### config.mk
export PLATFORM = sky130hd
export DESIGN_NAME = dev_tx_hex
export DESIGN_NICKNAME = d
export VERILOG_FILES = /design/src/rtl/pkg_ram.sv /design/src/rtl/dev_tx_hex_pkg.sv /design/src/rtl/dev_tx_hex.sv
export SDC_FILE = /design/constraint.sdc
export NUM_CORES = 1
export LEC_CHECK = 0
export ABC_AREA = 1
export BUFFER_PORTS_ARGS = -buffer_cell sky130_fd_sc_hd__buf_2
export CORE_ASPECT_RATIO = 0.5
export CORE_MARGIN = 3
export CORE_UTILIZATION = 40
export CTS_BUF_LIST = sky130_fd_sc_hd__clkbuf_8
export DETAILED_ROUTE_END_ITERATION = 12
export PLACE_DENSITY = 0.63
export SLEW_MARGIN = 10
export SYNTH_ARGS = -nofsm -noshare
export SYNTH_HDL_FRONTEND = slang
export SYNTH_SLANG_ARGS = --single-unit
### constraint.sdc
create_clock -name clk -period 3.5 [get_ports clk]
set_input_delay 0 -clock clk [delete_from_list [all_inputs] [get_ports clk]]
set_output_delay 0 -clock clk [all_outputs]
set_load 0.02 [all_outputs]
### src/rtl/pkg_ram.sv
// Memory/transmit-path shared sizing.
package pkg_ram;

    localparam int unsigned RAM_BYTE = 8;

endpackage

### src/rtl/dev_tx_hex_pkg.sv
// Shared definitions for the hex print formatter: ASCII constants, nibble mapping, FSM states.
package pkg_hex;

    import pkg_ram::*;

    localparam int unsigned HEX_DIGITS = 16;

    localparam logic [RAM_BYTE-1:0] ASCII_0  = 8'h30;
    localparam logic [RAM_BYTE-1:0] ASCII_x  = 8'h78;
    localparam logic [RAM_BYTE-1:0] ASCII_NL = 8'h0A;
    localparam logic [RAM_BYTE-1:0] ASCII_UA = 8'h41;
    localparam logic [RAM_BYTE-1:0] ASCII_LA = 8'h61;

    typedef enum logic [1:0] {
        IDLE,
        EMIT,
        GAP
    } hex_state_t;

    function automatic logic [RAM_BYTE-1:0] nibble_to_ascii(input logic [3:0] nibble,
                                                             input logic       upper);
        if (nibble < 4'd10)
            return ASCII_0 + RAM_BYTE'(nibble);
        else
            return (upper ? ASCII_UA : ASCII_LA) + RAM_BYTE'(nibble - 4'd10);
    endfunction

endpackage

### src/rtl/dev_tx_hex.sv
// Hex print formatter: latches a word on start and pushes its ASCII hex form into the TX FIFO,
// one byte every two cycles so each push decision sees a settled full flag.
module dev_tx_hex
    import pkg_ram::*;
    import pkg_hex::*;
#(
    parameter int unsigned WORD_BITS = 64,
    parameter int unsigned PREFIX    = 1,
    parameter int unsigned NEWLINE   = 1,
    parameter int unsigned UPPER     = 1
) (
    input  logic                 clk,
    input  logic                 rst,
    input  logic                 start,
    input  logic [WORD_BITS-1:0] value,
    input  logic [3:0]           digits,
    output logic                 busy,
    output logic                 done,
    output logic                 push_back,
    output logic [RAM_BYTE-1:0]  data_out,
    input  logic                 full
);

    localparam logic [4:0] PRE_LEN = (PREFIX  != 0) ? 5'd2 : 5'd0;
    localparam logic [4:0] NL_LEN  = (NEWLINE != 0) ? 5'd1 : 5'd0;

    hex_state_t           state;
    logic [WORD_BITS-1:0] word;
    logic [4:0]           n_dig;
    logic [4:0]           len;
    logic [4:0]           idx;
    logic [4:0]           dig_ext;
    logic [3:0]           nib_pos;
    logic [3:0]           nib;
    logic [RAM_BYTE-1:0]  char_sel;

    assign dig_ext = (digits == 4'd0) ? 5'(HEX_DIGITS) : {1'b0, digits};

    // Character for idx: prefix, then nibbles n-1..0, anything past the digits is the newline.
    always_comb begin
        nib_pos  = 4'(n_dig - 5'd1 - (idx - PRE_LEN));
        nib      = 4'(word >> {nib_pos, 2'b00});
        char_sel = ASCII_NL;
        if (PREFIX != 0 && idx == 5'd0)
            char_sel = ASCII_0;
        else if (PREFIX != 0 && idx == 5'd1)
            char_sel = ASCII_x;
        else if (idx < PRE_LEN + n_dig)
            char_sel = nibble_to_ascii(nib, UPPER != 0);
    end

    always_ff @(posedge clk or posedge rst) begin
        if (rst) begin
            state     <= IDLE;
            busy      <= 1'b0;
            done      <= 1'b0;
            push_back <= 1'b0;
            data_out  <= '0;
            word      <= '0;
            n_dig     <= '0;
            len       <= '0;
            idx       <= '0;
        end else begin
            done      <= 1'b0;
            push_back <= 1'b0;
            unique case (state)
                IDLE: begin
                    if (start) begin
                        word  <= value;
                        n_dig <= dig_ext;
                        len   <= PRE_LEN + dig_ext + NL_LEN;
                        idx   <= '0;
                        busy  <= 1'b1;
                        state <= EMIT;
                    end
                end
                EMIT: begin
                    if (!full) begin
                        push_back <= 1'b1;
                        data_out  <= char_sel;
                        state     <= GAP;
                    end
                end
                GAP: begin
                    if (idx == len - 5'd1) begin
                        busy  <= 1'b0;
                        done  <= 1'b1;
                        state <= IDLE;
                    end else begin
                        idx   <= idx + 5'd1;
                        state <= EMIT;
                    end
                end
                default: state <= IDLE;
            endcase
        end
    end

endmodule
**Word-level counts from Yosys, hierarchy flattened**

Cells that the tools add are included.

- Register bits after elaboration: 92
- Input bits: 72
- Output and inout port bits: 11
- Word-level logic and storage cells: 60

- Add/sub/neg operators: 11
- Magnitude comparators: 2
- Equality and inequality tests: 8
- Shift operators: 1
- Muxes and demuxes: 19
- Bitwise gates (word level): 1
- Reductions and logical operators: 9

Operators by type and width:

| cell | number |
|---|---|
| $shr A64 B6 Y4 | 1 |
| $mux W8 | 4 |
| $mux W5 | 3 |
| $add A2 B5 Y5 const A | 2 |
| $add A5 B1 Y5 const B | 2 |
| $pmux W5 S2 | 1 |
| $add A7 B8 Y8 const A | 1 |
| $ne A2 B2 Y1 const B | 4 |
| $add A6 B4 Y7 const A | 1 |
| $mux W1 | 7 |
| $pmux W2 S3 | 1 |
| $reduce_and A2 Y1 | 3 |
| $reduce_and A3 Y1 | 2 |
| $eq A5 B1 Y1 const B | 1 |
| $eq A5 B5 Y1 | 1 |
| $logic_not A5 Y1 | 1 |
| $lt A5 B5 Y1 | 1 |
| $sub A4 B4 Y5 const B | 1 |
| $sub A5 B1 Y5 const B | 1 |
| $logic_not A4 Y1 | 1 |
| $lt A4 B4 Y1 const B | 1 |
| $mux W2 | 2 |
| $sub A4 B1 Y4 const B | 1 |
| $sub A4 B2 Y4 const B | 1 |
| 7 further kinds | 7 |

**Depth between registers and ports, before layout**

Gate-level depths: netlist of run 1.

- Depth after elaboration: 9
- Mapped depth: 26
- Gate-level depth less buffers: 26

**Worst setup path after synthesis of run 1**

OpenSTA, ideal clock, no wires.

- Kind: register to register
- Start point: register idx[1]
- End point: register data_out[4]
- Setup time: 0.130 ns
- Data arrival time: 3.061 ns
- Data required time: 3.370 ns
- Setup slack: 0.309 ns
- Cell stages (with the launch flop): 22
- Buffers on the path: 1
- Period minus slack after synthesis: 3.191 ns
- Path through: dfrtp_1 -> ha_1 -> inv_1 -> ha_1 -> inv_1 -> fa_1 -> buf_2 -> inv_1 -> nand3_1 -> nand3_1 -> nand2_2 -> inv_2 -> ha_1 -> inv_1 -> ha_1 -> inv_1 -> nor3_1 -> inv_1 -> nand2_2 -> nand3_2 -> nand2_1 -> a21oi_2

- Longest elaborated chain between the ends: 9
- Elaborated cells on any way between the ends: 14
- Classes of those cells: 5 x add/sub; 2 x order compare; 1 x eq/ne; 1 x shift; 4 x mux; 1 x reduce/logical

RTL lines:

| what | line | text |
|---|---|---|
| start: declaration | dev_tx_hex.sv:31 | `logic [4:0] idx;` |
| start signal: assignment | dev_tx_hex.sv:90 | `idx <= idx + 5'd1;` |
| $sub A4 B2 Y4 | dev_tx_hex.sv:41 | `nib_pos = 4'(n_dig - 5'd1 - (idx - PRE_LEN));` |
| $sub A4 B4 Y4 | dev_tx_hex.sv:41 |  |
| $shr A64 B6 Y4 | dev_tx_hex.sv:42 | `nib = 4'(word >> {nib_pos, 2'b00});` |
| $sub A4 B4 Y5 | dev_tx_hex_pkg.sv:25 | `return (upper ? ASCII_UA : ASCII_LA) + RAM_BYTE'(nibble - 4'd10);` |
| $add A7 B8 Y8 | dev_tx_hex_pkg.sv:25 |  |
| $mux W8 | dev_tx_hex_pkg.sv:22 | `if (nibble < 4'd10)` |
| $mux W8 | dev_tx_hex.sv:48 | `else if (idx < PRE_LEN + n_dig)` |
| $mux W8 | dev_tx_hex.sv:46 | `else if (PREFIX != 0 && idx == 5'd1)` |
| $mux W8 (*) | dev_tx_hex.sv:44 | `if (PREFIX != 0 && idx == 5'd0)` |
| end signal: assignment | dev_tx_hex.sv:80 | `data_out <= char_sel;` |
| end: declaration | dev_tx_hex.sv:20 | `output logic [RAM_BYTE-1:0] data_out,` |

Every way passes the cells marked *; elsewhere a longest branch is shown, timed or not.
A chain may end at the register's enable or synchronous reset.

**Final worst setup path of run 1**

- Start point: register n_dig[1]
- End point: register data_out[4]

- Longest elaborated chain between the ends: 9
- Elaborated cells on any way between the ends: 13
- Classes of those cells: 6 x add/sub; 2 x order compare; 1 x shift; 4 x mux

RTL lines:

| what | line | text |
|---|---|---|
| start: declaration | dev_tx_hex.sv:29 | `logic [4:0] n_dig;` |
| start signal: assignment | dev_tx_hex.sv:70 | `n_dig <= dig_ext;` |
| $sub A4 B1 Y4 | dev_tx_hex.sv:41 |  |
| $sub A4 B4 Y4 | dev_tx_hex.sv:41 |  |
| $shr A64 B6 Y4 | dev_tx_hex.sv:42 |  |
| $sub A4 B4 Y5 | dev_tx_hex_pkg.sv:25 |  |
| $add A7 B8 Y8 | dev_tx_hex_pkg.sv:25 |  |
| $mux W8 | dev_tx_hex_pkg.sv:22 |  |
| $mux W8 (*) | dev_tx_hex.sv:48 |  |
| $mux W8 (*) | dev_tx_hex.sv:46 |  |
| $mux W8 (*) | dev_tx_hex.sv:44 |  |

Marks and branches as above.

==> results, run 1 <==
- The run finished with clean final reports.
- The detailed placement HPWL is 8420 um.
- Dividing the synthesized area by the synthesized cell count gives 7.80 um^2.
- Ranked by instance count, the synthesized netlist is headed by sky130_fd_sc_hd__nand2_1 (222), sky130_fd_sc_hd__dfrtp_1 (91), sky130_fd_sc_hd__inv_1 (67).
- The mapped netlist covers between 0.004 and 0.005 mm^2.
- In this run the biggest area consumer among cell types represents 46.1% of the synthesized area.
- Synthesis produced 633 cells.
- The final-report hold violation count came to 0.
- TritonCTS built the clock tree.
- The count of distinct cell types in the synthesized netlist is 38.
- The largest net degree at the start of global routing is 75.
- During placement, the flow inserted port buffers numbering about 80.
- The worst slew margin relative to its limit is 41.5%.
- Counting the buffers created by CTS gives 9.
- The worst setup path is launched from a register.
- For the final database, setup skew stands at 0.0148 ns.
- The final routed wire length divided by cell count is 13.6 um.
- The ratio of final minimum period to clock period is 93.0%.
- The number of buffers on the longest clock path is 2.
- The largest individual stage delay along the critical path comes from the cell sky130_fd_sc_hd__fa_2.
- Detailed routing inserted a total of 4488 vias.
- Summing all flip-flop and latch instances after layout gives 0.00228 mm^2.
- The final critical delay including setup and external delays is 3.26 ns.
- The worst min-delay path class is input port to asynchronous set/reset pin.
- The count of cells in the finished layout, fillers not included, comes to 946.
- In this run, synthesis inferred 0 flip-flops with an integrated enable.
- The dominant register cell in the synthesized netlist is sky130_fd_sc_hd__dfrtp_1.
- After layout, the design draws a total of about 7 mW.
- The setup path with the least slack is of type register to register.
- The total cell area at the placement stage is 0.00545 mm^2.
- The setup TNS is 0 ns.
- The routed via count divided by cell count is between 4 and 5.
- The die covers 0.0138 mm^2.
- The horizontal extent of the die is around 160 um.
- The root buffer selected by CTS is sky130_fd_sc_hd__clkbuf_8.
- During I/O placement, the number of pins put on the boundary was 83.
- Once placement completed, the tool counted placed cells totaling 853.
- The multi-input combinational cell area is approximately 0.0022 mm^2.
- The peak per-stage delay on the critical path is 0.62 ns.
- The tightest hold path in the finished design has a slack of approximately 0.15 ns.
- The final count of pins violating max slew is 0.
- The worst setup path is captured at a register.
- At the end of routability-driven placement, the weighted congestion stood at roughly 0.84.
- For the worst setup path, the data arrival time is roughly 3.5 ns.
- The net count of the finished layout is 875.
- The gate family responsible for the most delay along the worst path is adder cells.
- The transition time at the pin with the least slew margin is ~0.88 ns.
- Counting every net in the synthesized netlist gives 725.
- After layout, the worst setup slack is 0.244 ns.
- Measured along the y axis, the die boundary spans ~85 um.
- After synthesis, the cell types taking the most area are sky130_fd_sc_hd__dfrtp_1 (46%), sky130_fd_sc_hd__nand2_1 (17%), sky130_fd_sc_hd__nand3_1 (5.4%).
- The sequential area share after synthesis is 46.1%.
- In this run the worst path has a maximum fanout of 5.
- The total leakage power is 3.37 nW.
- Relative to the synthesized area, the layout overhead comes to 31.6%.
- Fill cells in the final layout number roughly 1100.
- For the worst-skew pair, the clock arrives at the later sink with an insertion delay of 0.37 ns.
- The share of the core filled with cells is 56.4%.
- After clock tree synthesis, the clock-pin slew on the worst setup and hold paths is 0.09 ns.
- Yosys instantiated no cell more often than sky130_fd_sc_hd__nand2_1.
- The yosys synthesis warning count is 0.
- The data required time of the critical path is 3.74 ns.
- The async set-reset flop share out of synthesis is 100%.
- Walking the worst path, the cells encountered are inv_1 -> ha_1 -> inv_1 -> ha_1 -> inv_1 -> fa_2 -> buf_6 -> nand3_1 -> nand3_2 -> nand2_4 -> inv_2 -> ha_1 -> inv_1 -> ha_4 -> inv_1 -> nor3_2 -> inv_1 -> nand2_2 -> nand3_2 -> nand2_1 -> a21oi_2.
- Setup violations remaining at the end of the flow were counted as 0.
- For this run the aggregate overflow at the end of global routing stands at 0.
- In this design, the critical path's most frequently occurring cell is sky130_fd_sc_hd__inv_1.
- In this run, the number of DRC markers left after iteration 0 of detailed routing was 262.
- Once detail routing completed, the nets flagged for antenna violations numbered 0.
- The initial core utilization is between 40% and 50%.
- The areal power density over the cells is 1080 mW/mm^2.
- For this design, the sink count on the clock tree is 91.
- The H-tree was split into 3 levels.
- VDD sags by at most 0.000714 V.
- The number of global-route vias before repair was between 4000 and 5000.
- The core region area is 0.0115 mm^2.
- The number of synthesized register bits is 91.
- The pre-antenna-repair detailed-routing pass consisted of 4 iterations.
- Derived from the worst setup path, the maximum achievable clock frequency is 307 MHz.
- Global routing used about 20% of the available tracks.
- Summed over all layers, the routed wires come to 12900 um.
- The cell taking the most area after synthesis is sky130_fd_sc_hd__dfrtp_1.
- Row generation in the floorplan step produced 27 rows.
- Prior to clock tree synthesis, the placed netlist has a worst setup slack of approximately 0.01 ns.
- The number of antenna violations at the first check in global routing is 0.
- The max-cap check violation count is 0.
- The proportion of layout cells with a drive suffix above 1 is 19.7%.
- The global-route wire length before repair is 21600 um.
- The buffering stage count on the worst path with inverters included is 8.
- In the routed design, unresolved DRC markers number 0.
- The antenna diode count is 0.
- The finished layout cell area is 0.00649 mm^2.
power breakdown:
group,switching [mW],internal (mW)
logic,2.72,1.71
clock network,0.388,0.473
registers,0.221,1.50
cell families (layout without fill, tap and decap cells):
group	Yosys count	in the layout	share of synthesized area (%)
other cells	1	1	0.0760
xor+xnor	12	12	2.13
fa+ha+maj	20	20	5.22
flops	91	91	46.1
simple gates	329	329	28.3
buf+inv	103	257	9.48
compound gates	77	77	8.65
path summary, 6_finish.rpt:
| kind | startpoint | endpoint | slack, ns | cells after the start |
|---|---|---|---|---|
| setup / recovery | n_dig[1] | data_out[4] | 0.24 | 21 |
| hold / removal | rst | word[61] | 0.15 | 3 |
| setup reg to reg | n_dig[1] | data_out[4] | 0.24 | 21 |
| hold reg to reg | word[35] | word[35] | 0.48 | 2 |
| max in group asynchronous | rst | n_dig[1] | 2.12 | 4 |
| min in group clk | start | busy | 0.22 | 4 |
registers in the layout, summed over array words and instances, names as in the netlist:
register,flops
busy,1
data_out,7
state,2
idx,5
done,1
n_dig,5
word,64
len,5
push_back,1
layer usage:
layer / GRT usage [%] / vias up / share of wire, %
li1: - / 2279 / -
met2: 31.5 / 73 / 46
met5: 0 / - / 0
met4: 4.99 / 0 / 1.4
met1: 27.1 / 2121 / 49
met3: 4.24 / 15 / 3.3
final cells by class:
class                   instances  area share [%]
inverters                      75            4.51
flip-flops and latches         91            35.1
clock inverters                 6            1.73
well taps                     159            3.06
clock buffers                   9            1.91
repair buffers                167            19.4
multi-input cells             439            34.3
layout by cell type (no fill, tap or decap), types with 2 or more instances in the layout:
cell type and n:
sky130_fd_sc_hd__inv_1 64, sky130_fd_sc_hd__ha_1 18, sky130_fd_sc_hd__or2_2 2, sky130_fd_sc_hd__xnor2_1 5
sky130_fd_sc_hd__clkinv_2 2, sky130_fd_sc_hd__nor2_1 29, sky130_fd_sc_hd__xor2_1 7, sky130_fd_sc_hd__nand3_2 10
sky130_fd_sc_hd__inv_2 8, sky130_fd_sc_hd__dfrtp_1 91, sky130_fd_sc_hd__nand2_2 11, sky130_fd_sc_hd__buf_2 81
sky130_fd_sc_hd__o21ai_1 6, sky130_fd_sc_hd__o21ai_0 51, sky130_fd_sc_hd__a21oi_2 2, sky130_fd_sc_hd__nand3_1 51
sky130_fd_sc_hd__dlygate4sd3_1 71, sky130_fd_sc_hd__buf_12 2, sky130_fd_sc_hd__nand2_1 220, sky130_fd_sc_hd__clkbuf_8 9
sky130_fd_sc_hd__a21oi_1 6, sky130_fd_sc_hd__bufinv_16 3, sky130_fd_sc_hd__buf_4 12, sky130_fd_sc_hd__o211ai_1 3
worst register-to-register path, stage by stage (launching register included):
cell and delay [ns]:
sky130_fd_sc_hd__dfrtp_1 0.38, sky130_fd_sc_hd__inv_1 0.05, sky130_fd_sc_hd__ha_1 0.29, sky130_fd_sc_hd__inv_1 0.06
sky130_fd_sc_hd__ha_1 0.13, sky130_fd_sc_hd__inv_1 0.06, sky130_fd_sc_hd__fa_2 0.62, sky130_fd_sc_hd__buf_6 0.13
sky130_fd_sc_hd__nand3_1 0.09, sky130_fd_sc_hd__nand3_2 0.11, sky130_fd_sc_hd__nand2_4 0.07, sky130_fd_sc_hd__inv_2 0.08
sky130_fd_sc_hd__ha_1 0.14, sky130_fd_sc_hd__inv_1 0.06, sky130_fd_sc_hd__ha_4 0.27, sky130_fd_sc_hd__inv_1 0.05
sky130_fd_sc_hd__nor3_2 0.21, sky130_fd_sc_hd__inv_1 0.08, sky130_fd_sc_hd__nand2_2 0.08, sky130_fd_sc_hd__nand3_2 0.05
sky130_fd_sc_hd__nand2_1 0.07, sky130_fd_sc_hd__a21oi_2 0.05
timing repair:
item                                    in CTS  in global routing
setup buffers                                0                  7
hold buffers                                71                  0
gates resized for setup                      0                 11
endpoints found under the setup margin       0                  7
endpoints found under the hold margin      100                  0
(Power assumes the default switching activity.)
==> run 2: changes to the inputs <==
clock period = 3.9 ns   (was 3.5 ns; I/O delays follow)
==> run 2 against run 1 <==
First-iteration DRC count rose by 18%. Worst hold slack better by 0.080 ns. Clock skew is 0.0075 ns lower. Via count decreased by 0.89%. Critical path depth fell by 1. Sequential power down 9.9%. Final cell count decreased by 0.74%. Largest cell class unchanged. Largest power group unchanged.
==> results, run 2 (synthesized netlist as in run 1, its figures left out) <==
- The areal power density over the cells is 922 mW/mm^2 (-15%).
- The number of cell rows was 27 (unchanged).
- The core region area is 0.0115 mm^2 (unchanged).
- The antenna diode count is 0 (unchanged).
- The remaining global-route overflow was 0 (unchanged).
- The insertion delay to the later sink of the worst-skew pair came to 0.37 ns (about the same).
- The routed via count divided by cell count is 4.74 (-0.15%).
- The max-cap check violation count is 0 (unchanged).
- The final critical delay including setup and external delays came to 3.49 ns (+0.230 ns).
- The largest net degree at the start of global routing is 62 (-17%).
- The final routed wire length divided by cell count is 13.3 um (-2.4%).
- The number of antenna violations at the first check in global routing is 0 (unchanged).
- The clock transition at the register clock pins on the worst setup and hold paths after CTS is 0.09 ns (about the same).
- The number of global-route vias before repair is 4381 (-3.2%).
- The peak per-stage delay on the critical path is 0.56 ns (-0.06 ns).
- The number of top-level pins is 83 (unchanged).
- The weighted congestion reported at the end of routability-driven placement is 0.830 (-1.5%).
- The count of unresolved DRC violations after routing is 0 (unchanged).
- The launching element type of the critical path is a register.
- The critical path is of the register to register type.
- The proportion of layout cells with a drive suffix above 1 came to 18.2% (-1.5 points).
- The number of nets with antenna violations after detailed routing came to 0 (unchanged).
- The top cell types in the final layout, fill and taps aside, are sky130_fd_sc_hd__nand2_1 (222), sky130_fd_sc_hd__dfrtp_1 (91), sky130_fd_sc_hd__buf_2 (81), sky130_fd_sc_hd__dlygate4sd3_1 (71), sky130_fd_sc_hd__inv_1 (64).
- The number of buffers added for setup after CTS was 0 (unchanged).
- The worst path setup slack after routing is 0.414 ns (+0.170 ns).
- The number of cells on the worst reg-to-reg path came to 20 (-4.8%).
- The worst min-delay path class is input port to register.
- The die area is 0.0138 mm^2 (unchanged).
- The post-layout instance count excluding filler cells is 939 (-0.74%).
- The data required time of the critical path is 4.15 ns (+0.41 ns).
- The number of H-tree levels is 3 (unchanged).
- The met3 wirelength from detailed routing is 503 um (+18%).
- The detailed-router iteration count before antenna repair is 5 (+1).
- The total leakage power is 3.29 nW (-2.2%).
- The slowest cell on the critical path is sky130_fd_sc_hd__fa_1.
- The smallest hold slack was 0.230 ns (+0.0805 ns).
- The maximum achievable frequency is 287 MHz (-6.6%).
- The setup clock skew after layout is 0.00732 ns (-0.00748 ns).
- The length of routed met2 wiring is 5720 um (-4.2%).
- The setup slack of the most critical reg-to-reg path is 0.41 ns (+0.17 ns).
- The share of the core filled with cells is 55.1% (-1.3 points).
- The transition time at the pin with the least slew margin is 1.04 ns (+0.164 ns).
- The final count of pins violating max slew was 0 (unchanged).
- The count of buffers from port buffering was 81 (unchanged).
- Traced cell by cell, the critical path runs through ha_1 -> inv_1 -> ha_1 -> inv_1 -> fa_1 -> inv_2 -> nand3_1 -> nand3_1 -> nand2_2 -> inv_2 -> ha_1 -> inv_1 -> ha_1 -> inv_1 -> nor3_2 -> inv_1 -> nand2_2 -> nand3_2 -> nand2_1 -> a21oi_2.
- The total routed wirelength was 12500 um (-3.2%).
- The worst flop-to-flop path endpoint is data_out[4].
- The detailed placement HPWL came to 8450 um (+0.43%).
- The library cell used most frequently in the layout, excluding fill and tap cells, is sky130_fd_sc_hd__nand2_1.
- The critical path ends at data_out[4].
- Among the stages of the critical path, the cell type that occurs most often is sky130_fd_sc_hd__inv_1.
- The horizontal extent of the die is 163 um (unchanged).
- The instance count after placement with tap cells included is 852 (-0.12%).
- The number of clock buffers inserted by TritonCTS was 9 (unchanged).
- The startpoint of the most critical setup path is idx[1].
- The arrival time of the worst setup path is 3.73 ns (+0.23 ns).
- The count of endpoints failing setup in the final report is 0 (unchanged).
- The finished layout cell area was 0.00634 mm^2 (-2.3%).
- The net count of the finished layout is 867 (-0.91%).
- The launching point of the worst reg2reg path is idx[1].
- The setup TNS was 0 ns (unchanged).
- The largest registers in the layout are word x64, data_out x7.
- Ranked by flip-flop count, first place goes to word.
- The global-route wire length before repair is 20900 um (-3.6%).
- The global router's overall resource usage came to 18.7% (-0.85 points).
- Compared with the post-synthesis result, the final layout area differs by 28.5%.
- The root buffer cell chosen for the clock tree is sky130_fd_sc_hd__clkbuf_8.
- The TritonCTS clock tree is built.
- The run finished with clean final reports.
- The worst slew margin relative to its limit came to 30.6% (-11 points).
- The number of buffers on the longest clock path is 2 (unchanged).
- The number of design-rule violations left by the first detailed-router iteration is 309 (+18%).
- The final-report hold violation count is 0 (unchanged).
- Setup repair after global routing left no endpoint under its margin.
- The clock sink count was 91 (unchanged).
- The number of flip-flops under the largest register name was 64 (unchanged).
- The maximum fanout along the worst path is 9 (+4).
- The overall power after layout is 5.84 mW (-17%).
- Routed signal wires occupy layers up through met4.
- The total cell area at the placement stage is 0.00543 mm^2 (-0.37%).
- The worst slack at placement was 0.311 ns (+0.300 ns).
- The element type at the critical path end is a register.
- The length of routed wiring on met1 is 6120 um (-2.4%).
- The ratio of final minimum period to clock period is 89.4% (-3.6 points).
- The initial core utilization is 42.8% (unchanged).
- The vertical die dimension is 84.5 um (unchanged).
- The number of vias in the routed layout is 4448 (-0.89%).
- The worst supply voltage drop on vdd is 0.000642 V (-10%).
[run 2: changes by cell type in the layout (fill, tap and decap cells not counted), moves of 2 or more]
cell                         previous run  this run
sky130_fd_sc_hd__clkinvlp_4             0         2
sky130_fd_sc_hd__nand3_1               51        53
sky130_fd_sc_hd__nand3_2               10         8
sky130_fd_sc_hd__buf_4                 12         6
sky130_fd_sc_hd__nand2_1              220       222
sky130_fd_sc_hd__bufinv_16              3         1
[run 2: worst max-delay path, delay by kind of cell (launching register included)]
family                   cells  cell delay [ns]
flip-flops                   1             0.46
buffers and inverters        7             0.61
adder cells (fa/ha/maj)      5             1.50
AND/OR/NAND/NOR              7             0.72
AO/OA/AOI/OAI                1             0.05
[run 2: layer usage]
metal,global-route usage (%),vias up
met1,26.2,2097
li1,-,2257
met3,4.19,9
met5,0,-
met4,3.53,0
met2,30.3,85
[run 2: worst min-delay path by stage]
stage / cells past startpoint / slack, ns / from / endpoint
after detailed placement: 2 / 0.19 / full / state[1]
after CTS: 4 / 0.23 / start / busy
after global routing: 4 / 0.28 / start / busy
final: 4 / 0.23 / start / busy
after global placement: 2 / 0.19 / full / state[1]
after floorplan: 1 / 0.07 / full / state[1]
[run 2: report_power, final]
part / switching, mW / internal (mW) / leakage [nW]
registers: 0.203 / 1.35 / 1.13
logic: 2.33 / 1.31 / 2.07
clock network: 0.356 / 0.301 / 0.0962
[run 2: timing repair]
item / in CTS / in global routing
setup endpoints to repair: 0 / 2
gates resized for setup: 0 / 2
hold buffers: 71 / 0
endpoints found under the hold margin: 135 / 0
[run 2: cell type report]
cell class,instances,area [um^2]
Fill cell,1092,5180
Timing Repair Buffer,159,1180
Clock inverter,7,76.3
Sequential cell,91,2280
Tap cell,159,199
Multi-Input combinational cell,439,2190
Inverter,75,290
Clock buffer,9,124
==> run 3: changes to the inputs <==
CORE_MARGIN = 4   (was 3)
==> run 3 against run 2 <==
Worst hold slack improved by 0.0059 ns. Sequential power barely moved. Non-clock buffer count rose by 1. Fmax fell by 0.62%. Setup slack got worse by 0.022 ns. Clock skew rose by 0.0018 ns. Die area rose by 3.6%. Clock-buffer cell count did not move. Global-route usage fell by 0.29 points. Largest cell class unchanged. Register-to-register slack got worse by 0.02 ns. Power fell by 0.52%. Combinational power fell by 3%.
==> results, run 3 (synthesized netlist as in run 1, its figures left out) <==
- The worst slew margin relative to its limit was 27.4% (-3.2 points).
- The total leakage power is 3.31 nW (+0.40%).
- The die area is 0.0143 mm^2 (+3.6%).
- The largest net degree at the start of global routing is 64 (+3.2%).
- The setup slack of the most critical reg-to-reg path came to 0.39 ns (-0.02 ns).
- The total cell area at the placement stage is 0.00543 mm^2 (about the same).
- The antenna diode count is 0 (unchanged).
- The number of buffers on the longest clock path is 2 (unchanged).
- The areal power density over the cells was 914 mW/mm^2 (-0.83%).
- The number of flip-flops under the largest register name is 64 (unchanged).
- The count of unresolved DRC violations after routing is 0 (unchanged).
- The number of global-route vias before repair came to 4471 (+2.1%).
- The number of design-rule violations left by the first detailed-router iteration is 265 (-14%).
- The core region area is 0.0119 mm^2 (+3.7%).
- The number of clock buffers inserted by TritonCTS is 9 (unchanged).
- Setup repair after global routing left no endpoint under its margin.
- The number of cell rows is 28 (+3.7%).
- In this run the most critical hold path is launched from start.
- The worst setup path is captured at a register.
- The buffering stage count on the worst path with inverters included is 7 (unchanged).
- The worst supply voltage drop on vdd is 0.000664 V (+3.5%).
- The worst setup path is launched from a register.
- The detailed placement HPWL is 8570 um (+1.3%).
- The critical path goes through ha_1 -> inv_1 -> ha_1 -> inv_1 -> fa_1 -> inv_2 -> nand3_1 -> nand3_1 -> nand2_2 -> inv_2 -> ha_1 -> inv_1 -> ha_1 -> inv_1 -> nor3_1 -> inv_1 -> nand2_2 -> nand3_2 -> nand2_1 -> a21oi_2.
- The number of buffers added for setup after CTS is 0 (unchanged).
- The top cell types in the final layout, fill and taps aside, are sky130_fd_sc_hd__nand2_1 (222), sky130_fd_sc_hd__dfrtp_1 (91), sky130_fd_sc_hd__buf_2 (81), sky130_fd_sc_hd__dlygate4sd3_1 (71), sky130_fd_sc_hd__inv_1 (64).
- The global router's overall resource usage was 18.4% (-0.29 points).
- The register with the most flip-flops is word.
- The final routed wire length divided by cell count is 13.1 um (-1.3%).
- The count of endpoints failing setup in the final report is 0 (unchanged).
- The area overhead of the layout relative to synthesis is 28.9%.
- The ratio of final minimum period to clock period is 89.9% (+0.56 points).
- The critical path is of the register to register type.
- The number of H-tree levels came to 3 (unchanged).
- The global-route wire length before repair is 21000 um (+0.46%).
- The insertion delay to the later sink of the worst-skew pair is 0.38 ns (about the same).
- The number of vias in the routed layout came to 4434 (-0.31%).
- The cell depth of the worst hold path came to 4 (unchanged).
- The number of antenna violations at the first check in global routing came to 0 (unchanged).
- The area of all sequential standard cells is 0.00228 mm^2 (unchanged).
- The vertical die dimension is 86.5 um (+2.4%).
- The initial core utilization was 41.3% (-1.5 points).
- Broken down by cell family, the worst path's largest delay share belongs to adder cells.
- The max-cap check violation count is 0 (unchanged).
- The detailed-router iteration count before antenna repair is 5 (unchanged).
- In the final layout, the registers with the most flip-flops are word x64, data_out x7.
- The multi-input combinational cell area was 0.00219 mm^2 (-0.23%).
- The total routed wirelength was 12400 um (-0.53%).
- The routed via count divided by cell count is 4.69 (-1.1%).
- The number of cells on the worst reg-to-reg path came to 20 (unchanged).
- The tightest min-delay check is of the input port to register type.
- The number of filler instances in the final layout is 1109 (+1.6%).
- The finished layout cell area was 0.00636 mm^2 (+0.32%).
- The final critical delay including setup and external delays was 3.51 ns (+0.0218 ns).
- The most common cell type on the critical path is sky130_fd_sc_hd__inv_1.
- The clock transition at the register clock pins on the worst setup and hold paths after CTS is 0.09 ns (about the same).
- The final-report hold violation count was 0 (unchanged).
- The setup TNS is 0 ns (unchanged).
- The TritonCTS clock tree is built.
- The number of top-level pins is 83 (unchanged).
- The number of nets with antenna violations after detailed routing is 0 (unchanged).
- The arrival time of the worst setup path came to 3.77 ns (+0.04 ns).
- The data required time of the critical path was 4.16 ns (about the same).
- The library cell used most frequently in the layout, excluding fill and tap cells, is sky130_fd_sc_hd__nand2_1.
- The remaining global-route overflow came to 0 (unchanged).
- CTS placed an instance of sky130_fd_sc_hd__clkbuf_8 at the clock tree root.
- The proportion of layout cells with a drive suffix above 1 came to 18.2% (-0.023 points).
- The weighted congestion reported at the end of routability-driven placement is 0.841 (+1.3%).
- The horizontal extent of the die is 165 um (+1.2%).
- The path with the worst hold slack has its endpoint at busy.
- The clock sink count is 91 (unchanged).
- The maximum achievable frequency was 285 MHz (-0.62%).
- The setup clock skew after layout is 0.00914 ns (+0.00182 ns).
- The instance count on the critical path came to 20 (unchanged).
- The transition time at the pin with the least slew margin is 1.09 ns (+0.0475 ns).
- The maximum fanout along the worst path is 9 (unchanged).
- The final count of pins violating max slew is 0 (unchanged).
- The run finished with clean final reports.
- The net count of the finished layout was 868 (+0.12%).
- The launching point of the worst reg2reg path is idx[1].
- The count of buffers from port buffering is 81 (unchanged).
- The slowest stage of the critical path belongs to the cell sky130_fd_sc_hd__fa_1.
- The endpoint identified for the worst register-to-register timing path is data_out[4].
- The peak per-stage delay on the critical path came to 0.55 ns (about the same).
## run 3: cell types whose count changed in the layout (fill, tap and decap cells not counted)
cell,before,now
sky130_fd_sc_hd__bufinv_16,1,2
sky130_fd_sc_hd__nor3_1,1,2
sky130_fd_sc_hd__buf_4,6,8
sky130_fd_sc_hd__buf_12,1,0
sky130_fd_sc_hd__nor3_2,1,0
sky130_fd_sc_hd__clkinvlp_4,2,1
## run 3: area by class of cell
cell class                 instances  area share, %
sequential                        91           35.8
multi-input combinational        439           34.4
timing repair buffer             160           18.5
inverter                          75           4.56
tap                              165           3.24
clock buffer                       9           1.95
clock inverter                     7           1.55
## run 3: worst register-to-register path, stage by stage (launching register included)
cell and delay [ns]:
sky130_fd_sc_hd__dfrtp_1 0.46, sky130_fd_sc_hd__ha_1 0.33, sky130_fd_sc_hd__inv_1 0.05, sky130_fd_sc_hd__ha_1 0.18
sky130_fd_sc_hd__inv_1 0.06, sky130_fd_sc_hd__fa_1 0.55, sky130_fd_sc_hd__inv_2 0.20, sky130_fd_sc_hd__nand3_1 0.10
sky130_fd_sc_hd__nand3_1 0.10, sky130_fd_sc_hd__nand2_2 0.08, sky130_fd_sc_hd__inv_2 0.10, sky130_fd_sc_hd__ha_1 0.15
sky130_fd_sc_hd__inv_1 0.04, sky130_fd_sc_hd__ha_1 0.30, sky130_fd_sc_hd__inv_1 0.06, sky130_fd_sc_hd__nor3_1 0.25
sky130_fd_sc_hd__inv_1 0.11, sky130_fd_sc_hd__nand2_2 0.09, sky130_fd_sc_hd__nand3_2 0.05, sky130_fd_sc_hd__nand2_1 0.08
sky130_fd_sc_hd__a21oi_2 0.05
## run 3: worst max-delay path by stage
stage	start	endpoint	slack, ns
4_1_cts	n_dig[1]	data_out[4]	0.35
2_1_floorplan	idx[1]	data_out[4]	0.71
5_1_grt	n_dig[1]	data_out[6]	0.05
3_3_place_gp	n_dig[1]	data_out[4]	0.47
6_report	idx[1]	data_out[4]	0.39
3_5_place_dp	n_dig[1]	data_out[4]	0.36
## run 3: metrics by stage
stage / instances / util, % / setup slack, ns / power (mW) / hold slack, ns
floorplan: 633 / - / 0.709 / 4.35 / 0.0664
global placement: 859 / 45.4 / 0.466 / 4.97 / 0.196
detailed placement: 859 / 45.4 / 0.357 / 5.03 / 0.197
CTS: 946 / 53.3 / 0.350 / 5.83 / 0.218
global route: 946 / 53.3 / 0.0493 / 6.44 / 0.267
finish: 946 / 53.3 / 0.392 / 5.81 / 0.236
## run 3: per-layer routing
layer / wire length [um] / global-route usage (%) / vias up
met5: 0 / 0 / -
met4: 203 / 5.21 / 0
met3: 456 / 3.94 / 18
met2: 5610 / 29.7 / 85
met1: 6120 / 25.4 / 2070
li1: - / - / 2261
## run 3: timing repair
action                     CTS  global route
hold buffers                71             0
gates resized for setup      0             1
hold endpoints to repair   137             0
setup endpoints to repair    0             2
## run 3: power breakdown
part | internal (mW) | total (mW) | switching, mW
logic | 1.30 | 3.53 | 2.23
clock network | 0.365 | 0.718 | 0.353
registers | 1.35 | 1.56 | 0.216
